===== src/rtl/iccm_boot_loader.sv =====
// ICCM boot loader.
// Assembles little-endian 32-bit words from the boot UART byte stream and
// writes them sequentially into the ICCM. The SoC is held in reset while this
// happens. The system reset request is released after the end-of-program
// marker plus a fixed delay, or straight away when boot_sel_i asks to skip
// loading.
module iccm_boot_loader #(
  parameter int unsigned AddrWidth    = 13,
  parameter logic [31:0] EndMarker    = 32'h0000_0FFF,
  parameter int unsigned ReleaseDelay = 16
) (
  input  logic                 clk_i,
  input  logic                 rst_ni,
  input  logic                 boot_sel_i,
  input  logic                 rx_valid_i,
  input  logic [7:0]           rx_byte_i,
  output logic                 iccm_req_o,
  output logic                 iccm_we_o,
  output logic [AddrWidth-1:0] iccm_addr_o,
  output logic [31:0]          iccm_wdata_o,
  output logic                 iccm_rst_o,
  output logic [AddrWidth:0]   words_o,
  output logic                 done_o,
  output logic                 err_o
);

  typedef enum logic [2:0] {
    IDLE  = 3'd0,
    LOAD  = 3'd1,
    DELAY = 3'd2,
    RUN   = 3'd3,
    ERROR = 3'd4
  } state_e;

  localparam logic [7:0] DelayInit = 8'(ReleaseDelay);

  state_e               state_q, state_d;
  logic                 skip_q, skip_d;
  logic [1:0]           idx_q, idx_d;
  logic [23:0]          shift_q, shift_d;
  logic [7:0]           dly_q, dly_d;
  logic [AddrWidth:0]   words_q, words_d;
  logic                 req_d;
  logic [AddrWidth-1:0] addr_d;
  logic [31:0]          wdata_d;

  // The word is only complete on the 4th byte, so lane 3 comes straight from
  // the incoming byte and only lanes 0..2 need storage.
  logic [31:0] word;
  logic        word_done;
  logic        is_marker;
  logic        is_full;

  assign word      = {rx_byte_i, shift_q};
  assign word_done = (state_q == LOAD) && rx_valid_i && (idx_q == 2'd3);
  assign is_marker = (word == EndMarker);
  // words_q never goes past 2^AddrWidth, so its top bit alone flags a full ICCM.
  assign is_full   = words_q[AddrWidth];

  // State register.
  always_ff @(posedge clk_i or negedge rst_ni) begin
    if (!rst_ni) begin
      state_q <= IDLE;
    end else begin
      // NOTE: sequential state uses non-blocking assignments so every flop
      // samples the values from before the edge, whatever the statement order.
      state_q <= state_d;
    end
  end

  // Next-state logic.
  always_comb begin
    // NOTE: each combinational output gets a default first. No path can then
    // leave it unassigned and infer a latch.
    state_d = state_q;
    case (state_q)
      IDLE: begin
        // boot_sel_i is sampled on the first edge only. Skip costs a second
        // edge so that the release arrives on edge 2 after reset.
        if (skip_q) begin
          state_d = RUN;
        end else if (!boot_sel_i) begin
          state_d = LOAD;
        end
      end
      LOAD: begin
        if (word_done) begin
          if (is_marker) begin
            state_d = DELAY;
          end else if (is_full) begin
            state_d = ERROR;
          end
        end
      end
      DELAY: begin
        // The counter reaches zero on this edge.
        if (dly_q == 8'd1) begin
          state_d = RUN;
        end
      end
      default: begin
        // RUN and ERROR are terminal until reset.
      end
    endcase
  end

  // Datapath and output next values: byte assembly, ICCM writes, delay count.
  always_comb begin
    skip_d  = skip_q;
    idx_d   = idx_q;
    shift_d = shift_q;
    dly_d   = dly_q;
    words_d = words_q;
    req_d   = 1'b0;
    addr_d  = iccm_addr_o;
    wdata_d = iccm_wdata_o;
    case (state_q)
      IDLE: begin
        if (boot_sel_i) begin
          skip_d = 1'b1;
        end
      end
      LOAD: begin
        if (rx_valid_i) begin
          idx_d = idx_q + 2'd1;
          case (idx_q)
            2'd0:    shift_d[7:0]   = rx_byte_i;
            2'd1:    shift_d[15:8]  = rx_byte_i;
            2'd2:    shift_d[23:16] = rx_byte_i;
            default: ;
          endcase
          if (word_done) begin
            if (is_marker) begin
              dly_d = DelayInit;
            end else if (!is_full) begin
              req_d   = 1'b1;
              addr_d  = words_q[AddrWidth-1:0];
              wdata_d = word;
              words_d = words_q + 1'b1;
            end
          end
        end
      end
      DELAY: begin
        dly_d = dly_q - 8'd1;
      end
      default: ;
    endcase
  end

  // Datapath registers.
  always_ff @(posedge clk_i or negedge rst_ni) begin
    if (!rst_ni) begin
      skip_q  <= 1'b0;
      idx_q   <= 2'd0;
      // NOTE: the partial-word register is reset along with everything else.
      // A reset in the middle of a word then cannot leak stale bytes into the
      // next load.
      shift_q <= 24'd0;
      dly_q   <= 8'd0;
      words_q <= '0;
    end else begin
      skip_q  <= skip_d;
      idx_q   <= idx_d;
      shift_q <= shift_d;
      dly_q   <= dly_d;
      words_q <= words_d;
    end
  end

  // Output registers. Status levels follow the state being entered, so they
  // change on the same edge as the state itself.
  always_ff @(posedge clk_i or negedge rst_ni) begin
    if (!rst_ni) begin
      iccm_req_o   <= 1'b0;
      iccm_we_o    <= 1'b0;
      iccm_addr_o  <= '0;
      iccm_wdata_o <= 32'd0;
      iccm_rst_o   <= 1'b0;
      done_o       <= 1'b0;
      err_o        <= 1'b0;
    end else begin
      iccm_req_o   <= req_d;
      iccm_we_o    <= req_d;
      iccm_addr_o  <= addr_d;
      iccm_wdata_o <= wdata_d;
      iccm_rst_o   <= (state_d == RUN);
      done_o       <= (state_d == RUN);
      err_o        <= (state_d == ERROR);
    end
  end

  assign words_o = words_q;

endmodule


===== config.mk =====
export PLATFORM = sky130hd
export DESIGN_NAME = iccm_boot_loader
export DESIGN_NICKNAME = d
export VERILOG_FILES = /design/src/rtl/iccm_boot_loader.sv
export SDC_FILE = /design/constraint.sdc
export NUM_CORES = 1
export LEC_CHECK = 0
export CAP_MARGIN = 40
export CORE_ASPECT_RATIO = 1.2
export CORE_MARGIN = 5
export CORE_UTILIZATION = 55
export CTS_CLUSTER_SIZE = 8
export DETAILED_ROUTE_END_ITERATION = 10
export MAX_ROUTING_LAYER = met4
export PLACE_DENSITY = 0.83
export SETUP_SLACK_MARGIN = 0.2
export SLEW_MARGIN = 15
export SYNTH_ARGS = -nofsm -noshare
export SYNTH_HDL_FRONTEND = slang
export SYNTH_SLANG_ARGS = --single-unit

===== constraint.sdc =====
create_clock -name clk_i -period 4 [get_ports clk_i]
set_clock_uncertainty 0.1 [all_clocks]
set_input_delay 1.2 -clock clk_i [delete_from_list [all_inputs] [get_ports clk_i]]
set_output_delay 1.2 -clock clk_i [all_outputs]
set_load 0.1 [all_outputs]

After elaboration in Yosys (flattened, before gate mapping):

Cells that the tools add are included.

* register bits: 100
* input port bits: 12
* output and inout bits: 64
* word-level logic and storage cells: 61

* add/sub/neg operators: 3
* equal/unequal tests: 12
* multiplexer cells: 17
* bitwise logic cells: 2
* reduce and logical (&&, ||, !) cells: 13

Operators with widths (count)
* 32-bit by 12-bit == test with 1-bit output (second input constant): 1
* 8-bit 2-to-1 mux: 3
* 3-bit 2-to-1 mux: 6
* 8-bit case mux with 2 select lines: 1
* 14-bit by 1-bit adder with 14-bit output (second input constant): 1
* 14-bit 2-to-1 mux: 1
* 3-bit case mux with 3 select lines: 1
* 3-bit AND reduction: 3
* 8-bit by 1-bit == test with 1-bit output (second input constant): 1
* 4-bit AND reduction: 2
* 8-bit by 1-bit subtractor with 8-bit output (second input constant): 1
* 3-bit by 2-bit == test with 1-bit output (second input constant): 2
* 2-bit != test (second input constant): 3
* 1-bit 2-to-1 mux: 5
* 5-bit AND reduction: 1
* 2-bit == test (second input constant): 2
* 2-bit AND reduction: 2
* 3-bit by 1-bit == test with 1-bit output (second input constant): 1
* 3-bit == test (second input constant): 1
* 3-bit logical NOT: 1
* 2-bit by 1-bit adder with 2-bit output (second input constant): 1
* 2-bit by 1-bit == test with 1-bit output (second input constant): 1
* 1-bit logical AND: 2
* 2-bit logical NOT: 1
* other kinds (2): 3

Depth between registers and ports, before layout:

Gate-level depths: netlist of the first run.

* depth after elaboration: 6
* depth in mapped cells: 8
* gate-level depth less buffers: 6

Worst setup path before layout of the first run:

OpenSTA, ideal clock, no wires.

* path kind: input to register
* start point: input port rx_valid_i
* end point: register iccm_wdata_o[10]
* setup time: 0.126 ns
* data arrival time: 2.714 ns
* required time: 3.774 ns
* setup slack: 1.060 ns
* stages on the path: 8
* buffers on the path: 3
* cells stage by stage: nor4bb_1 -> clkbuf_1 -> nand2_1 -> o21bai_4 -> nor2_1 -> buf_6 -> buf_6 -> mux2_4

* word-level cells in the longest chain between the ends: 3

RTL lines
* start: declaration: RTL line 15 `input logic rx_valid_i,`
* 1-bit logical AND (2 in a row): RTL line 55 `assign word_done = (state_q == LOAD) && rx_valid_i && (idx_q == 2'd3);`
* 5-bit AND reduction (no line) *
* end signal: assignment: RTL line 186 `iccm_wdata_o <= wdata_d;`
* end: declaration: RTL line 20 `output logic [31:0] iccm_wdata_o,`

Every way passes the cells marked *; elsewhere a longest branch is shown, timed or not.
A chain may end at the register's enable or synchronous reset.

Worst setup path after layout of the first run:

* start point: input port rx_valid_i
* end point: register iccm_addr_o[2]

* word-level cells in the longest chain between the ends: 3

RTL lines
* 1-bit logical AND (2 in a row): RTL line 55
* 5-bit AND reduction (no line) *
* end signal: assignment: RTL line 185 `iccm_addr_o <= addr_d;`
* end: declaration: RTL line 19 `output logic [AddrWidth-1:0] iccm_addr_o,`

Marks and branches as above.

==> results.py, run 1 <==
metrics = {
    "die": {
        "ioPinCount": 76,
        "core_um2": 7320,
        "dieArea_um2": 9450,
        "initial_core_util": 0.571,
        "die_y_um": 105,
        "die_w_um": 89.6,
        "rows": 34,
    },
    "clock_network": {
        "cts_buffers": 9,
        "h-tree-depth": 3,
        "hold_buffers": 0,
        "root_buffer": "clkbuf_8",
        "clkSinkCount": 100,
        "clk_pin_slew_ps": 100,
        "clockBufferDepth": 2,
        "cts_tree": "done",
        "post_cts_resized": 0,
        "clkLatencyLatePin_ps": 360,
        "cts_setup_buffers": 0,
    },
    "finish": {
        "ff_latch_area_um2": 2500,
        "n_antenna_cell": 0,
        "final_nets": 412,
        "fillCellCount": 508,
        "finalCoreUtilization": 0.723,
        "drive_gt1_frac": 0.437,
        "stdcell_count": 488,
        "postLayoutCellArea_um2": 5290,
        "multi_input_area_um2": 1580,
        "area_growth_pct": 26.6,
    },
    "global_routing": {
        "grt_pass1_wl_um": 14000,
        "grt_max_degree": 53,
        "grt_pass1_vias": 2770,
        "grt.overflow.total": 0,
        "antenna_found_initial": 0,
        "gr-usage-all-layers": 0.197,
    },
    "drt": {
        "firstDrtPassIters": 4,
        "num_vias": 2671,
        "drt-vias-per-instance": 5.47,
        "drtAntennaViolNets": 0,
        "wl_per_cell_um": 17.3,
        "drc": 0,
        "wirelength_um": 8470,
        "drt_iter0_drc": 57,
    },
    "power": {
        "peakVddDrop_mv": 0.592,
        "p_sw_mw": 0.713,
        "intPower_mw": 1.67,
        "power_frac_seq": 0.554,
        "p_leak_nw": 2.61,
        "swShare": 0.300,
        "power_frac_comb": 0.172,
        "p_clk_frac": 0.273,
        "p_per_area_nw_per_um2": 450,
    },
    "timing": {
        "hold_violations": 0,
        "finalWorstSetupSlack_ps": 588,
        "tightest_slew_ps": 660,
        "slew_viol_final": 0,
        "fin_setup_tns_ps": 0,
        "fin_crit_ps": 3410,
        "fmaxAchievable_ghz": 0.293,
        "grt_setup_unrepaired": "false",
        "period_share": 0.853,
        "finalSetupViolCount": 0,
        "slew_headroom": 0.559,
    },
    "worst_setup_path": {
        "slowest_delay_ps": 520,
        "crit_family": "simple AND/OR/NAND/NOR gates",
        "crit_chain": "clkdlybuf4s50_1 > nor4bb_1 > nand2_1 > o21bai_4 > nor2_4 > buf_4 > mux2_2",
        "path_max_fanout": 17,
        "setup.worst_path.start_class": "input pin",
        "critPathSlowestCell": "nor2_4",
        "crit_path_end_kind": "flop",
        "arrival_ps": 3570,
        "critPathBufInv": 2,
        "worst_ep_required_time_ps": 4160,
        "critPathKind": "in2reg",
    },
    "yosys": {
        "syn_inst": 293,
        "synth_area_per_cell_um2": 14.3,
        "synth_enable_flop_cells": 0,
        "synthDistinctLibCells": 38,
        "synth_fp_nets": 312,
        "syn_area_um2": 4180,
        "seq_area_frac_synth": 0.599,
        "async_flop_share": 1.00,
        "synth-seq-cells": 100,
        "yosys_warnings": 0,
        "synthFlopType": "dfrtp_1",
    },
    "placement": {
        "gp_congestion": 0.783,
        "dp.cells": 472,
        "placedInstanceArea_um2": 5090,
        "dp_slack_ps": 192,
        "io_buffers": 75,
        "dp_hpwl_um": 6270,
    },
    "hold_path": {
        "hold_class": "reg2reg",
    },
    "flow_run": {
        "maxCapViolations": 0,
    },
    "outcome": {
        "run_status": "finished, final reports clean",
    },
}
==> synthesized netlist by cell type (all sizes together), types with 2 or more instances <==
library cell,instances,area share
buf,8,0.015
xnor2,5,0.010
nor4,10,0.015
dfrtp,100,0.60
nand4,3,0.0045
nand3,8,0.0096
ha,7,0.021
mux2,70,0.20
or3,2,0.0030
and3,3,0.0045
or4,4,0.0081
nand2,11,0.0099
nor2,9,0.0081
nand2b,2,0.0030
xor2,13,0.027
o21ai,4,0.0048
inv,11,0.0099
nor3,8,0.011
==> flip-flops by register name (all words and copies together), names as in the netlist <==
register / cells
shift_q: 24
skip_q: 1
err_o: 1
words_o: 14
iccm_wdata_o: 32
iccm_we_o: 1
idx_q: 2
dly_q: 8
done_o: 1
iccm_addr_o: 13
state_q: 3
==> power groups by stage <==
stage / Combinational (mW) / Clock, mW / Sequential (mW)
floorplan: 0.265 / 0 / 1.33
global placement: 0.395 / 0 / 1.32
detailed placement: 0.415 / 0 / 1.34
CTS: 0.418 / 0.656 / 1.32
global route: 0.455 / 0.699 / 1.34
finish: 0.410 / 0.650 / 1.32
==> metal layers <==
layer,global-route usage,part of all wire,vias up
li1,-,-,1238
met1,0.261,0.44,1362
met2,0.306,0.51,63
met3,0.0297,0.044,8
met4,0.0745,0.010,0
met5,-,0,-
==> placed cells by master (no fill, tap or decap), types with 2 or more instances in the layout <==
cell / count
xor2_1: 13
buf_4: 74
buf_16: 2
mux2_4: 18
nor4_1: 10
xnor2_1: 5
inv_1: 11
nand4_1: 3
and3_1: 3
dfrtp_1: 100
nor2_1: 8
buf_8: 6
clkdlybuf4s50_1: 16
o21ai_0: 4
nand2_1: 11
clkbuf_8: 9
clkinvlp_4: 2
or4_1: 3
or3_1: 2
nand2b_1: 2
nor3_1: 7
ha_1: 7
inv_6: 2
nand3_1: 8
mux2_2: 52
==> area by class of cell <==
cell class / count / share of cell area
clock buffer: 10 / 0.0241
clock inverter: 6 / 0.0135
inverter: 11 / 0.00780
multi-input combinational: 173 / 0.298
sequential: 100 / 0.473
tap: 90 / 0.0213
timing repair buffer: 98 / 0.163
==> path summary, 6_finish.rpt <==
check	start	end	slack (ps)	cells after the start
max in group asynchronous	rst_ni	words_o[13]	2300	3
setup reg to reg	state_q[0]	iccm_addr_o[2]	1350	6
setup / recovery	rx_valid_i	iccm_addr_o[2]	590	7
hold reg to reg	iccm_wdata_o[22]	iccm_wdata_o[22]	420	1
min in group asynchronous	rst_ni	iccm_wdata_o[4]	660	1
hold / removal	iccm_wdata_o[22]	iccm_wdata_o[22]	420	1
==> logic make-up after synthesis <==
family                   Yosys count  share of synthesized area
multiplexers                      70                      0.205
AND/OR/NAND/NOR                   65                     0.0871
XOR/XNOR                          18                     0.0377
flip-flops                       100                      0.599
AO/OA/AOI/OAI                     13                     0.0246
buffers and inverters             20                     0.0260
adder cells (fa/ha/maj)            7                     0.0210
==> stage by stage <==
step	hold slack, ps	power (mW)
floorplan	366	1.60
global placement	380	1.72
detailed placement	396	1.75
CTS	419	2.39
global route	430	2.50
finish	415	2.38
==> worst register-to-register path: cells and delay by family, from the launching register on <==
family	cells	cell delay (ps)
and+or+nand+nor	3	1090
DFF	1	440
muxes	1	370
buffers and inverters	1	360
AOI/OAI and AO/OA	1	200
Power figures use the tool's default switching activity.
==> inputs of run 2 (changes only) <==
Settings changed: TNS_END_PERCENT set to 100.
==> results of run 2 <==
No change in the layout: final DEF, timing and power equal those of run 1.
==> inputs of run 3 (changes only) <==
Settings changed: CORE_MARGIN 5 to unset.
==> results.py, run 3 (same netlist as run 1, synthesis figures left out) <==
metrics = {
    "outcome": {
        "run_status": "finished, final reports clean",
    },
    "clock_network": {
        "root_buffer": "clkbuf_8",
        "cts_buffers": 9,
        "h-tree-depth": 3,
        "hold_buffers": 0,
        "clkSinkCount": 100,
        "clkLatencyLatePin_ps": 360,
        "post_cts_resized": 0,
        "cts_tree": "done",
        "clk_pin_slew_ps": 100,
        "clockBufferDepth": 2,
        "cts_setup_buffers": 0,
    },
    "finish": {
        "largest-register": "iccm_wdata_o",
        "final_nets": 435,
        "area_growth_pct": 36.7,
        "largest_reg_flops": 32,
        "layout_common_cells": "dfrtp_1 (100), mux2_2 (52), buf_4 (50), clkdlybuf4s50_1 (39), buf_8 (29)",
        "multi_input_area_um2": 1580,
        "ff_latch_area_um2": 2500,
        "fillCellCount": 439,
        "n_antenna_cell": 0,
        "stdcell_count": 511,
        "layout_commonest_cell": "dfrtp_1",
        "drive_gt1_frac": 0.416,
    },
    "placement": {
        "dp_slack_ps": -75.7,
        "io_buffers": 75,
        "dp.cells": 493,
        "dp_hpwl_um": 6310,
        "gp_congestion": 0.776,
    },
    "die": {
        "die_w_um": 81.6,
        "ioPinCount": 76,
        "dieArea_um2": 7950,
        "initial_core_util": 0.571,
        "core_um2": 7320,
        "rows": 34,
        "die_y_um": 97.5,
    },
    "worst_setup_path": {
        "worst_ep_required_time_ps": 4150,
        "critPathKind": "in2reg",
        "crit_path_end_kind": "flop",
        "setup.worst_path.start_class": "input pin",
        "path_max_fanout": 19,
        "rrSetupSlack_ps": 1300,
        "arrival_ps": 3430,
    },
    "drt": {
        "num_vias": 2776,
        "wl_per_cell_um": 17.2,
        "firstDrtPassIters": 4,
        "drtAntennaViolNets": 0,
        "drt_iter0_drc": 159,
        "drt-vias-per-instance": 5.43,
        "drc": 0,
        "wirelength_um": 8760,
    },
    "timing": {
        "hold_ws_ps": 415,
        "slew_viol_final": 0,
        "fin_setup_tns_ps": 0,
        "finalSetupViolCount": 0,
        "fin_crit_ps": 3280,
        "slew_headroom": 0.710,
        "period_share": 0.821,
        "finalWorstSetupSlack_ps": 717,
        "fmaxAchievable_ghz": 0.305,
        "hold_violations": 0,
        "grt_setup_unrepaired": "false",
        "tightest_slew_ps": 430,
    },
    "global_routing": {
        "grt_pass1_wl_um": 14100,
        "grt.overflow.total": 0,
        "antenna_found_initial": 0,
        "grt_max_degree": 66,
        "gr-usage-all-layers": 0.243,
        "grt_pass1_vias": 2848,
    },
    "power": {
        "p_per_area_nw_per_um2": 424,
        "peakVddDrop_mv": 0.389,
        "p_leak_nw": 2.75,
    },
    "hold_path": {
        "hold_class": "reg2reg",
    },
    "flow_run": {
        "maxCapViolations": 0,
    },
}
-- run 3: per-layer routing --
layer  wire, um  GRT usage  vias up
met5          0          -        -
met4        163     0.0810        0
met3        304     0.0385       12
met2       4580      0.393       69
met1       3720      0.311     1407
li1           -          -     1288
-- run 3: area by class of cell --
cell class / instances / share of cell area
flip-flops and latches: 100 / 0.438
multi-input cells: 173 / 0.276
repair buffers: 121 / 0.223
clock buffers: 9 / 0.0217
well taps: 90 / 0.0197
clock inverters: 7 / 0.0140
inverters: 11 / 0.00723
-- run 3: path summary, 6_finish.rpt --
kind / depth (start not counted) / to / startpoint
worst max-delay path: 8 / iccm_wdata_o[15] / rx_valid_i
worst min-delay path: 1 / iccm_addr_o[11] / iccm_addr_o[11]
worst max register to register: 7 / iccm_wdata_o[15] / shift_q[13]
worst min register to register: 1 / iccm_addr_o[11] / iccm_addr_o[11]
max in group asynchronous: 3 / shift_q[15] / rst_ni
min in group asynchronous: 1 / iccm_wdata_o[4] / rst_ni
-- run 3: critical path, stage by stage --
cell and delay [ps]:
clkdlybuf4s50_1 450, nor4bb_1 340, nand2_1 180, o21bai_4 220, nor2_4 290, buf_16 220
buf_4 220, mux2_4 310
-- run 3: metrics by stage --
| stage | power (mW) | area, um2 | utilization |
|---|---|---|---|
| floorplan | 1.60 | 4180 | - |
| global placement | 1.72 | 5020 | 0.686 |
| detailed placement | 1.76 | 5450 | 0.745 |
| CTS | 2.42 | 5660 | 0.773 |
| global route | 2.53 | 5710 | 0.781 |
| finish | 2.42 | 5710 | 0.781 |
-- run 3: power by group --
group	switching (mW)	internal, mW
logic	0.225	0.207
registers	0.143	1.18
clock network	0.370	0.300
